--- src/rtl/hyperbus_pkg.sv ---
// HyperBus config register map, boot defaults and init FSM state encoding.
package hyperbus_pkg;

    // Config register indices (word addresses)
    localparam int unsigned RegTLatAccess     = 0;
    localparam int unsigned RegEnLatAdditional = 1;
    localparam int unsigned RegTCsMax         = 2;
    localparam int unsigned RegTRwRecovery    = 3;
    localparam int unsigned RegTRwdsDelay     = 4;
    localparam int unsigned RegTVarLatCheck   = 5;
    // First of the per-chip start/end address pairs
    localparam int unsigned RegAddrMapBase    = 6;

    // Boot values for the registers that are not parameterised
    localparam logic [31:0] DefEnLatAdditional = 32'd1;
    localparam logic [31:0] DefTRwRecovery     = 32'd6;
    localparam logic [31:0] DefTRwdsDelay      = 32'd2;
    localparam logic [31:0] DefTVarLatCheck    = 32'd3;

    typedef enum logic [1:0] {
        StWrite = 2'd0,
        StPass  = 2'd1
    } state_e;

endpackage

--- src/rtl/reg_intf_pkg.sv ---
// Register-interface request/response payloads shared by host, init block and config file.
package reg_intf_pkg;

    typedef struct packed {
        logic [31:0] addr;
        logic        write;
        logic [31:0] wdata;
        logic [3:0]  wstrb;
        logic        valid;
    } req_a32_d32;

    typedef struct packed {
        logic [31:0] rdata;
        logic        error;
        logic        ready;
    } rsp_d32;

endpackage

--- src/rtl/hyperbus_cfg_init.sv ---
// Boot-time initialiser for the HyperBus config register file: writes the
// default register set and chip address map, then hands the port to software.
module hyperbus_cfg_init
    import reg_intf_pkg::*;
    import hyperbus_pkg::*;
#(
    parameter int unsigned NumChips   = 2,
    parameter logic [31:0] ChipSpan   = 32'h40_0000,
    parameter int unsigned TLatAccess = 6,
    parameter int unsigned TCsMax     = 665
) (
    input  logic       clk_i,
    input  logic       rst_ni,
    input  logic       reinit_i,
    input  req_a32_d32 host_req_i,
    output rsp_d32     host_rsp_o,
    output req_a32_d32 cfg_req_o,
    input  rsp_d32     cfg_rsp_i,
    output logic       init_done_o,
    output logic       init_error_o
);

    localparam int unsigned NumRegs = 2 * NumChips + 6;
    localparam int unsigned CntW    = $clog2(NumRegs);
    localparam logic [CntW-1:0] LastIdx = CntW'(NumRegs - 1);

    state_e          state_q, state_d;
    logic [CntW-1:0] k_q, k_d;
    logic            pending_q, pending_d;
    logic            error_q, error_d;
    logic            host_idle;

    // Boot value for init write k: fixed registers first, then start/end pairs per chip
    function automatic logic [31:0] init_wdata(input logic [CntW-1:0] k);
        logic [31:0] idx;
        logic [31:0] j;
        idx = 32'(k);
        j   = (idx - 32'(RegAddrMapBase)) >> 1;
        case (idx)
            32'(RegTLatAccess):      init_wdata = 32'(TLatAccess);
            32'(RegEnLatAdditional): init_wdata = DefEnLatAdditional;
            32'(RegTCsMax):          init_wdata = 32'(TCsMax);
            32'(RegTRwRecovery):     init_wdata = DefTRwRecovery;
            32'(RegTRwdsDelay):      init_wdata = DefTRwdsDelay;
            32'(RegTVarLatCheck):    init_wdata = DefTVarLatCheck;
            default:                 init_wdata = idx[0] ? ChipSpan * (j + 32'd1)
                                                         : ChipSpan * j;
        endcase
    endfunction

    // State, write index, pending reinit and sticky error registers
    always_ff @(posedge clk_i or negedge rst_ni) begin
        if (!rst_ni) begin
            state_q   <= StWrite;
            k_q       <= '0;
            pending_q <= 1'b0;
            error_q   <= 1'b0;
        end else begin
            state_q   <= state_d;
            k_q       <= k_d;
            pending_q <= pending_d;
            error_q   <= error_d;
        end
    end

    // Next-state and port muxing: init writes in WRITE, zero-latency passthrough in PASS
    always_comb begin
        state_d    = state_q;
        k_d        = k_q;
        pending_d  = pending_q;
        error_d    = error_q;
        cfg_req_o  = '0;
        host_rsp_o = '0;
        host_idle  = 1'b0;

        case (state_q)
            StWrite: begin
                cfg_req_o.valid = 1'b1;
                cfg_req_o.write = 1'b1;
                cfg_req_o.wstrb = 4'hF;
                cfg_req_o.addr  = 32'(k_q) << 2;
                cfg_req_o.wdata = init_wdata(k_q);
                if (cfg_rsp_i.ready) begin
                    if (cfg_rsp_i.error) begin
                        error_d = 1'b1;
                    end
                    if (k_q == LastIdx) begin
                        state_d = StPass;
                        k_d     = '0;
                    end else begin
                        k_d = k_q + CntW'(1);
                    end
                end
            end
            StPass: begin
                cfg_req_o  = host_req_i;
                host_rsp_o = cfg_rsp_i;
                // Safe to take the port back only between host transactions
                host_idle  = !host_req_i.valid || cfg_rsp_i.ready;
                if ((reinit_i || pending_q) && host_idle) begin
                    state_d   = StWrite;
                    k_d       = '0;
                    pending_d = 1'b0;
                    error_d   = 1'b0;
                end else if (reinit_i) begin
                    pending_d = 1'b1;
                end
            end
            default: begin
                state_d   = StWrite;
                k_d       = '0;
                pending_d = 1'b0;
            end
        endcase
    end

    assign init_done_o  = (state_q == StPass);
    assign init_error_o = error_q;

endmodule

--- config.mk ---
export PLATFORM = sky130hd
export DESIGN_NAME = hyperbus_cfg_init
export DESIGN_NICKNAME = d
export VERILOG_FILES = /design/src/rtl/hyperbus_pkg.sv /design/src/rtl/reg_intf_pkg.sv /design/src/rtl/hyperbus_cfg_init.sv
export SDC_FILE = /design/constraint.sdc
export NUM_CORES = 1
export LEC_CHECK = 0
export CORE_UTILIZATION = 22
export DETAILED_ROUTE_END_ITERATION = 6
export GPL_TIMING_DRIVEN = 0
export PLACE_DENSITY = 0.83
export REMOVE_ABC_BUFFERS = 1
export SETUP_SLACK_MARGIN = 0.02
export SYNTH_ARGS = -nofsm -noshare
export SYNTH_HDL_FRONTEND = slang
export SYNTH_SLANG_ARGS = --single-unit
--- constraint.sdc ---
create_clock -name clk_i -period 2.1 [get_ports clk_i]
set_input_delay 0.315 -clock clk_i [delete_from_list [all_inputs] [get_ports clk_i]]
set_output_delay 0.315 -clock clk_i [all_outputs]
set_load 0.01 [all_outputs]
# After elaboration in Yosys (flattened, before gate mapping)

Index checks and enable logic that the tools add are counted.

Reduce and logical (&&, ||, !) cells: 12
Bitwise gates (word level): 1
Multiplexer cells: 19
Equality and inequality tests: 12
Add/sub/neg operators: 3

Operators by type and width:

| operator                                                              | number |
|---|---|
| 32-bit case mux with 5 select lines                                   | 1 |
| 70-bit case mux with 2 select lines                                   | 1 |
| 34-bit two-way mux                                                    | 1 |
| 32-bit two-way mux                                                    | 1 |
| 4-bit two-way mux                                                     | 3 |
| 10-bit by 1-bit adder with 10-bit output, second input constant       | 1 |
| 4-bit by 2-bit equality test with 1-bit output, second input constant | 2 |
| 4-bit by 3-bit equality test with 1-bit output, second input constant | 2 |
| 4-bit case mux with 2 select lines                                    | 1 |
| 2-bit two-way mux                                                     | 3 |
| 2-bit != test, second input constant                                  | 3 |
| 1-bit two-way mux                                                     | 5 |
| 4-bit by 3-bit subtractor with 5-bit output, second input constant    | 1 |
| 4-bit by 1-bit adder with 4-bit output, second input constant         | 1 |
| 4-bit by 1-bit equality test with 1-bit output, second input constant | 1 |
| 4-bit equality test, second input constant                            | 1 |
| 4-bit zero test                                                       | 1 |
| 1-bit case mux with 2 select lines                                    | 2 |
| 2-bit case mux with 2 select lines                                    | 1 |
| 2-bit AND reduction                                                   | 2 |
| 4-bit AND reduction                                                   | 1 |
| 3-bit by 2-bit != test with 1-bit output, second input constant       | 1 |
| 3-bit AND reduction                                                   | 1 |
| 2-bit by 1-bit equality test with 1-bit output, second input constant | 1 |
| other kinds (8)                                                       | 9 |

Flip-flop bits (word level): 8
Input port bits: 107
Word-level logic and storage cells: 51
Output and inout bits: 106

# Longest topological paths before layout

Depth after elaboration: 5
Mapped depth: 7

# Least setup slack after synthesis

OpenSTA, ideal clock, no wires.

Path kind: register to output
From: reg k_q[1]
To: out cfg_req_o[30] in the netlist's numbering
Path slack: -0.230 ns
Data arrival time: 2.015 ns
Cell stages (with the launch flop): 8
Data required time: 1.785 ns
Path buffers: 0
Path through: dfrtp_1 inv_1 ha_1 or3_1 ha_1 inv_1 a21oi_1 o31ai_1

RTL lines:

| element                  | RTL line                | source |
|---|---|---|
| start: declaration       | hyperbus_cfg_init.sv:28 | `logic [CntW-1:0] k_q, k_d;` |
| start signal: assignment | hyperbus_cfg_init.sv:60 | `k_q <= k_d;` |
| end: declaration         | hyperbus_cfg_init.sv:17 | `output req_a32_d32 cfg_req_o,` |

==> results.ini <==
[run_status]
status = finished with violations
violations = DRC, setup timing

[route]
wl_met1_um = 3119
drt_iter0_drc = 76
drt_wl_total_um = 8138
drtPass1Iterations = 7
via_count = 2281
top_layer = met4
routed-wl-met2_um = 4202
wl_per_cell_um = 16.08
met3WireLength_um = 722
drcViolationCount = 30
vias_per_cell = 4.508
ant_nets = 0

[clock_tree]
cts_tree = done
hold_buffers = 0
clock-sinks = 7
path_clk_slew_ns = 0.04
cts_buffers = 3
clock_path_buffers = 2
clk_latency_ns = 0.23
h-tree-depth = 1
root_buffer = clkbuf_8

[worst_setup_path]
r2r-end = k_q[3]$_DFFE_PN0P_
startpoint_type = flip-flop
slowest_stage = dfrtp_2
cp.arrival_ns = 2.09
ff2ff_path_depth = 4
cp_max_fo = 4
cp_common_cell = ha_4
reg2reg_from = state_q[0]$_DFFE_PN0P_
slowest_delay_ns = 0.45
path_cells = ha_4 > xor2_2 > or3_4 > ha_4 > inv_2 > a21oi_2 > o31ai_1 > buf_2
reg2reg_slack_ns = 0.69
path_class = reg2out
critical-path-top-delay-family = flip-flops
critPathBufInv = 2
critPathCaptureType = primary output
worst-path-stages = 8
worstPathRequired_ns = 1.78
critical_path.endpoint = cfg_req_o[30]
crit_start = k_q[2]$_DFFE_PN0P_

[floorplan]
dieArea_um2 = 7095
initial_core_util_pct = 23.16
core_um2 = 6422
chipHeight_um = 84.23
pin_count = 213
rows = 29
die_width_um = 84.23

[timing]
rsz0062_at_grt = true
fin_skew_ns = 0.005057
tightest_slew_ns = 0.3944
slew_violations = 0
hold_viol_final = 0
max_freq_mhz = 415.5
hold-worst-slack_ns = 0.3376
layout_setup_ws_ns = -0.3066
post-route-period-util_pct = 114.6
final-setup-viol-count = 6
relSlewSlack_pct = 73.71
period_needed_ns = 2.407

[pwr]
power_per_cell_area_nw_per_um2 = 872.3
peakVddDrop_mv = 0.5719
p_leak_nw = 1.856
power_mw = 3.466

[run]
drv_cap = 0

[final_layout]
drive_gt1_share_pct = 16.08
n_fill_cell = 594
fin_nets = 545
syn2layout_area_growth_pct = 167.1
antenna_cells = 0

[hold_path]
hp-class = in2async

[synth]
synth_common_cells = and2_1 (77), nand2_1 (21), o31ai_1 (11), nand2b_1 (9)
ys_warn_count = 0
netlist-cell-type-count = 36
yosysMostFrequentCell = and2_1
synth_top_cell_by_area = and2_1
syn-cell-area_um2 = 1488
synthArstFlopShare_pct = 100.0
ys_dominant_reg_cell = dfrtp_1
ys_ff_latch = 7
avgSynthCellArea_um2 = 7.187
yosys.area.top_type_share_pct = 32.38
yosysSeqAreaShare_pct = 11.77
yosys-top-cells-area = and2_1 (32%), dfrtp_1 (12%), ha_1 (6.7%)
syn_inst = 207
synth_edf_count = 0

[placed_design]
port_buffers = 212
dpl.hpwl_um = 6087
routabilityCongestion = 0.7686

[grt]
grt_start_max_net_pins = 55
track_usage_pct = 21.35
grt_pass1_vias = 2183
antenna_found_initial = 0
grt_pass1_wl_um = 12000
overflow = 0

[cell families (layout without fill, tap and decap cells)]
logic type	count (synthesis)	count (layout)	synth area share, %
xor+xnor	3	3	1.767
simple gates	121	121	47.77
fa+ha+maj	8	8	6.729
flops	7	7	11.77
buf+inv	24	246	8.914
compound gates	44	44	23.05
[what timing repair did]
item,4_1_cts,5_1_grt
endpoints found under the hold margin,0,0
pin swaps,8,6
gates cloned,1,1
endpoints found under the setup margin,100,42
resized for setup,102,23
buffers inserted,17,3
[power by group]
part / switching, mW / internal, mW / leakage [nW]
registers: 0.109 / 0.192 / 0.0791
clock network: 0.0645 / 0.129 / 0.0255
logic: 1.37 / 1.60 / 1.75
[layer usage]
| metal | vias up | track usage (%) |
|---|---|---|
| met5 | - | 0 |
| met4 | 0 | 4.075 |
| met3 | 6 | 4.621 |
| met2 | 98 | 39.49 |
| met1 | 1052 | 25.36 |
| li1 | 1125 | - |
[metrics by stage]
stage	cell area (um2)	worst slack, ns	util, %	cells	TNS (ns)
6_report	3974	-0.3066	61.87	506	-0.8258
5_1_grt	3974	-0.3910	61.87	506	-1.379
4_1_cts	3850	-0.2763	59.95	502	-0.6459
3_5_place_dp	3631	-0.8243	56.54	480	-5.539
3_3_place_gp	3600	-1.647	56.05	479	-169.05
2_1_floorplan	1381	-0.7700	-	190	-46.63
[layout make-up]
cell class                      count  area, um2  share of cell area (%)
Timing Repair Buffer              235       2311                   58.16
Multi-Input combinational cell    176       1305                   32.84
Sequential cell                     7      183.9                   4.628
Tap cell                           77      96.34                   2.424
Clock buffer                        3      41.29                   1.039
Inverter                            7      31.28                  0.7872
Clock inverter                      1      5.005                  0.1259
[flip-flops by register name, summed over array words and instances (netlist names)]
name / cells
init_error_o: 1
k_q: 4
pending_q: 1
state_q: 1
[worst min-delay path by stage]
stage,cells past startpoint,slack [ns],startpoint,endpoint
2_1_floorplan,0,0.02,rst_ni,init_error_o$_DFFE_PN0P_
3_3_place_gp,1,0.49,init_error_o$_DFFE_PN0P_,init_error_o$_DFFE_PN0P_
4_1_cts,1,0.35,rst_ni,state_q[0]$_DFFE_PN0P_
3_5_place_dp,1,0.51,init_error_o$_DFFE_PN0P_,init_error_o$_DFFE_PN0P_
5_1_grt,1,0.36,rst_ni,state_q[0]$_DFFE_PN0P_
6_report,1,0.34,rst_ni,state_q[0]$_DFFE_PN0P_
[cells in the final DEF (no fill, tap or decap), drive strengths merged, types with 5 or more instances in the layout]
master | synthesis | final
dlymetal6s2s | 0 | 9
clkdlybuf4s50 | 0 | 161
o31ai | 12 | 12
nor2 | 5 | 5
and2 | 77 | 77
a21oi | 10 | 10
a21o | 5 | 5
nand2 | 21 | 21
o21ai | 7 | 7
clkbuf | 4 | 5
buf | 13 | 33
inv | 7 | 7
nand2b | 9 | 9
ha | 8 | 8
dfrtp | 7 | 7
dlygate4sd2 | 0 | 27
(Power assumes the default switching activity.)
